[config.mk]
export PLATFORM = sky130hd
export DESIGN_NAME = regfile_writeback
export DESIGN_NICKNAME = d
export VERILOG_FILES = /design/src/rtl/regfile_writeback_pkg.sv /design/src/rtl/wb_scoreboard.sv /design/src/rtl/regfile_writeback.sv
export SDC_FILE = /design/constraint.sdc
export NUM_CORES = 1
export LEC_CHECK = 0
export ABC_AREA = 1
export CORE_MARGIN = 2
export CORE_UTILIZATION = 39
export DETAILED_ROUTE_END_ITERATION = 10
export PLACE_DENSITY_LB_ADDON = 0.3
export SYNTH_ARGS = -nofsm -noshare
export SYNTH_HDL_FRONTEND = slang
export SYNTH_SLANG_ARGS = --single-unit
[constraint.sdc]
create_clock -name clock -period 3.2 [get_ports clock]
set_clock_uncertainty 0.15 [all_clocks]
set_input_delay 0.64 -clock clock [delete_from_list [all_inputs] [get_ports clock]]
set_output_delay 0.64 -clock clock [all_outputs]
set_load 0.1 [all_outputs]
[src/rtl/regfile_writeback_pkg.sv]
// Shared core package for the writeback slice: data width, register count,
// register-index type and the register-zero helper.
package regfile_writeback_pkg;

    localparam int XLEN     = 64;
    localparam int NREG     = 32;
    localparam int REG_IDX_W = 5;

    typedef logic [REG_IDX_W-1:0] reg_idx_t;

    localparam reg_idx_t REG_ZERO = '0;

    // Register x0 is hardwired; nothing is ever written to or tracked for it.
    function automatic logic is_real_reg(input reg_idx_t idx);
        return idx != REG_ZERO;
    endfunction

endpackage

[src/rtl/wb_scoreboard.sv]
// Busy-bit scoreboard for long-latency destinations with a two-port
// RAW-hazard query.
// Optional feature: WB_EARLY_RELEASE_EN lets a register being released this
// cycle stop stalling in the same cycle; otherwise only registered busy bits
// are consulted.
module wb_scoreboard #(
    parameter int NREG = regfile_writeback_pkg::NREG
) (
    input  logic       clock,
    input  logic       reset,
    input  logic       set_en,
    input  logic [4:0] set_idx,
    input  logic       clr_en,
    input  logic [4:0] clr_idx,
    input  logic [4:0] rs1,
    input  logic [4:0] rs2,
    output logic       stall
);
    import regfile_writeback_pkg::*;

    logic [NREG-1:0] busy;
    logic [NREG-1:0] busy_next;
    logic [NREG-1:0] busy_view;
    logic            hit1;
    logic            hit2;

    // Next busy vector: clear first so a same-index set in the same cycle wins.
    always_comb begin
        busy_next = busy;
        if (clr_en) begin
            busy_next[clr_idx] = 1'b0;
        end
        if (set_en && is_real_reg(set_idx)) begin
            busy_next[set_idx] = 1'b1;
        end
        busy_next[0] = 1'b0;
    end

    // Busy register; reset drops every outstanding long-latency destination.
    // NOTE: every busy bit is reset, since a stale bit would stall decode forever.
    always_ff @(posedge clock or posedge reset) begin
        if (reset) begin
            busy <= '0;
        end else begin
            busy <= busy_next;
        end
    end

    // Busy view used by the hazard query, optionally excluding the index being released.
    always_comb begin
        busy_view = busy;
`ifdef WB_EARLY_RELEASE_EN
        if (clr_en) begin
            busy_view[clr_idx] = 1'b0;
        end
`endif
    end

    assign hit1  = is_real_reg(rs1) && busy_view[rs1];
    assign hit2  = is_real_reg(rs2) && busy_view[rs2];
    assign stall = hit1 || hit2;

endmodule

[src/rtl/regfile_writeback.sv]
// Writeback arbiter: merges a single-cycle ALU result and a long-latency
// (load/mul/div) result into one registered register-file write port, and
// tracks pending long-latency destinations for decode-stage RAW stalls.
// Optional feature: WB_EARLY_RELEASE_EN (passed through to wb_scoreboard).
module regfile_writeback #(
    parameter int XLEN = regfile_writeback_pkg::XLEN,
    parameter int NREG = regfile_writeback_pkg::NREG
) (
    input  logic            clock,
    input  logic            reset,
    input  logic            alu_valid,
    input  logic [4:0]      alu_rd,
    input  logic [XLEN-1:0] alu_data,
    input  logic            lsu_valid,
    output logic            lsu_ready,
    input  logic [4:0]      lsu_rd,
    input  logic [XLEN-1:0] lsu_data,
    input  logic            issue_valid,
    input  logic [4:0]      issue_rd,
    input  logic            issue_long,
    input  logic [4:0]      rs1,
    input  logic [4:0]      rs2,
    output logic            stall,
    output logic [4:0]      rd,
    output logic [XLEN-1:0] rd_wdata,
    output logic            reg_wen
);
    import regfile_writeback_pkg::*;

    logic            lsu_accept;
    logic            wb_take;
    reg_idx_t        wb_idx;
    logic [XLEN-1:0] wb_data;
    logic            long_issue;

    // The ALU has no backpressure, so it always wins; lsu waits whenever the ALU is busy.
    assign lsu_ready  = !alu_valid;
    assign lsu_accept = lsu_valid && lsu_ready;
    assign long_issue = issue_valid && issue_long;

    // Select the accepted result for this cycle; destination 0 is consumed without a write.
    always_comb begin
        wb_take = 1'b0;
        wb_idx  = REG_ZERO;
        wb_data = '0;
        if (alu_valid) begin
            wb_take = is_real_reg(alu_rd);
            wb_idx  = alu_rd;
            wb_data = alu_data;
        end else if (lsu_accept) begin
            wb_take = is_real_reg(lsu_rd);
            wb_idx  = lsu_rd;
            wb_data = lsu_data;
        end
    end

    // Registered write port: one-cycle enable pulse, index and data hold while idle.
    // NOTE: sequential state uses non-blocking assignments so every flop samples pre-edge values.
    always_ff @(posedge clock or posedge reset) begin
        if (reset) begin
            reg_wen  <= 1'b0;
            rd       <= '0;
            rd_wdata <= '0;
        end else begin
            reg_wen <= wb_take;
            if (wb_take) begin
                rd       <= wb_idx;
                rd_wdata <= wb_data;
            end
        end
    end

    wb_scoreboard #(
        .NREG (NREG)
    ) u_scoreboard (
        .clock   (clock),
        .reset   (reset),
        .set_en  (long_issue),
        .set_idx (issue_rd),
        .clr_en  (lsu_accept),
        .clr_idx (lsu_rd),
        .rs1     (rs1),
        .rs2     (rs2),
        .stall   (stall)
    );

endmodule

==> impl_results.md <==
- GRT overflow: 0
- Cts bufs inserted: 9
- Row count: 43
- First drt pass iteration count: 5
- Pwr dens: 547.5 nW/um2
- Placer Congestion: 0.9995
- Clock Tree Root: clkbuf_16
- Final Cycle Share: 0.9388
- Power, Total: 4413 uW
- Hold_ws: 0.3579 ns
- Die height: 122.8 um
- CP Max Fanout: 16
- Crit path kind: in2out
- Skew-Pair Late Insertion Delay: 0.35 ns
- Slew headroom: 0.5450
- Slowest cell delay on critical path: 0.51 ns
- Largest net degree at the start of global routing: 102
- Max-cap violations: 0
- Final wirelength: 18520 um
- Area grow syn2layout: 46.48%
- Setup violators final: 0
- Maximum VDD drop: 0.0003008 V
- Clock share of power: 0.253
- Via count: 5756
- Post-Syn Area: 5503 um2
- Initial core utilization: 0.3980
- Detailed-route DRC error count: 0
- YS warnings: 0
- Total Negative Setup Slacks: 0 ns
- Final min period: 3.004 ns
- Average cell area after synthesis: 7.729 um2
- Buffers on Ports: 230
- Clock Sinks: 101
- Initial antenna violation count: 0
- Most frequent cells in the layout: nand2_1 (238), clkdlybuf4s50_1 (156), nand3_1 (118)
- Status: completed
- Most used cell, CP: nand2_1
- CTS max path bufs: 2
- Final Hold Viols: 0
- Core area: 13830 um2
- Max Freq: 332.9 MHz
- Register area share after synthesis: 0.4593
- Tightest Pin Transition: 0.6825 ns
- Die Area: 15080 um2
- Htree depth: 3
- Fin cells: 1103
- Starting DRT DRC Count: 429
- Number of global-route vias before repair: 5704
- Critical path launch point type: input port
- Via density: 5.218
- Clock-pin transition on the worst setup and hold timing paths: 0.07 ns
- P_sw: 1834 uW
- Total GRT Usage: 0.2544
- Syn_nets: 871
- CTS tree: yes
- CP max stage cell: clkdlybuf4s50_1
- Gate power share: 0.393
- Routed Antenna Nets: 0
- Worst path required time: 2.41 ns
- Min-delay worst type: reg2reg
- Setup bufs post-CTS: 0
- First-pass GRT wire length: 29330 um
- Diodes inserted: 0
- Post-CTS resize count: 0
- Syn Inst Count: 712
- Post-layout net count: 1078
- Placed insts: 1088
- Leakage dissipation: 0.003988 uW
- Reg power frac: 0.354
- Nature of the critical path endpoint: primary output
- Sw Ratio: 0.4156
- Critical-path cell list: clkdlybuf4s50_1, buf_4, nand2_1, nand2_1, nand2_1, nand2_1, nand2_1, nand2_1, inv_2, nand2_1, nand2_1, nand2_1, inv_1, nand2_1, buf_12
- Int Pwr: 2579 uW
- Max-slew violation count: 0
- Worst EP arrival: 2.21 ns
- CTS Hold Bufs: 0
- I/O pin count: 231
- Finished Core Util: 0.5829
- Dpl hpwl: 13770 um
- Seq cells post-synth: 101
- RSZ-0062 raised after global routing: false
- Commonest non-fill, non-tap cell in the layout: nand2_1
- Synth cell types: 24
- Chip width: 122.8 um
- Routed length per instance: 16.79 um
- Fraction of layout cells with a size suffix above 1: 0.1300
[per-stage QoR]
step | setup WS [ns] | area [um2]
after floorplan | 0.2922 | 5507
after global routing | 0.07367 | 8060
after detailed placement | 0.1414 | 7761
after CTS | 0.1300 | 8058
final | 0.1960 | 8060
after global placement | 0.1417 | 7761
[synth_stat cells]
cell,n,area (um2)
buf_1,1,3.750
buf_4,2,15.01
o21ai_0,62,310.3
inv_2,14,52.55
inv_1,42,157.7
buf_6,5,56.30
buf_2,12,60.06
nand2_1,239,897.1
o211ai_1,1,7.510
a22o_1,64,560.5
nor3_1,3,15.01
a21oi_1,1,5.000
clkbuf_1,24,90.09
or2_2,1,6.260
nand3_1,118,590.6
nand2_2,1,6.260
o221ai_1,4,35.03
nand3_2,1,10.01
clkbuf_2,1,5.000
o21ai_2,1,8.760
dfrtp_1,101,2527
nand4_1,5,31.28
nor2_1,8,30.03
o31ai_4,1,21.27
[final timing paths]
kind / from / to / slack, ns / cells past startpoint
hold / removal: rd_wdata[57]$_DFFE_PP0P_ / rd_wdata[57]$_DFFE_PP0P_ / 0.36 / 2
hold reg to reg: rd_wdata[57]$_DFFE_PP0P_ / rd_wdata[57]$_DFFE_PP0P_ / 0.36 / 2
min in group asynchronous: reset / rd_wdata[50]$_DFFE_PP0P_ / 0.63 / 3
setup / recovery: rs1[0] / stall / 0.20 / 15
setup reg to reg: u_scoreboard.busy[13]$_DFF_PP0_ / u_scoreboard.busy[13]$_DFF_PP0_ / 2.25 / 2
max in group asynchronous: reset / u_scoreboard.busy[30]$_DFF_PP0_ / 1.85 / 3
[routing by layer]
metal,track usage,part of all wire,vias up
li1,-,-,2810
met1,0.3117,0.41,2686
met2,0.4334,0.50,226
met3,0.05390,0.060,34
met4,0.1063,0.034,0
met5,0,0,-
[kinds of logic after synthesis]
kind of cell | share of synthesized area
flip-flops | 0.4593
buffers and inverters | 0.08003
AND/OR/NAND/NOR | 0.2883
AO/OA/AOI/OAI | 0.1724
[power by group through the flow]
stage	Clock, uW	Sequential (uW)	Combinational, uW
4_1_cts	1140	1560	1740
2_1_floorplan	0	2280	469
3_5_place_dp	0	1580	1740
3_3_place_gp	0	1580	1740
6_report	1120	1560	1740
5_1_grt	1190	1590	1840
[worst max-delay path, delay by kind of cell]
family / cells / cell delay, ns
buffers and inverters: 5 / 0.97
and+or+nand+nor: 10 / 0.60
[area by class of cell]
class | instances | area, um2
Inverter | 56 | 214.0
Tap cell | 180 | 225.2
Multi-Input combinational cell | 510 | 2545
Fill cell | 1293 | 5767
Timing Repair Buffer | 241 | 2252
Sequential cell | 101 | 2527
Clock buffer | 10 | 239.0
Clock inverter | 5 | 57.56
[sequential cells by signal (all words and copies together), names as in the netlist]
register and flops:
u_scoreboard.busy 31, rd_wdata 64, reg_wen 1, rd 5
No activity file was read; power rests on OpenSTA's default activity.
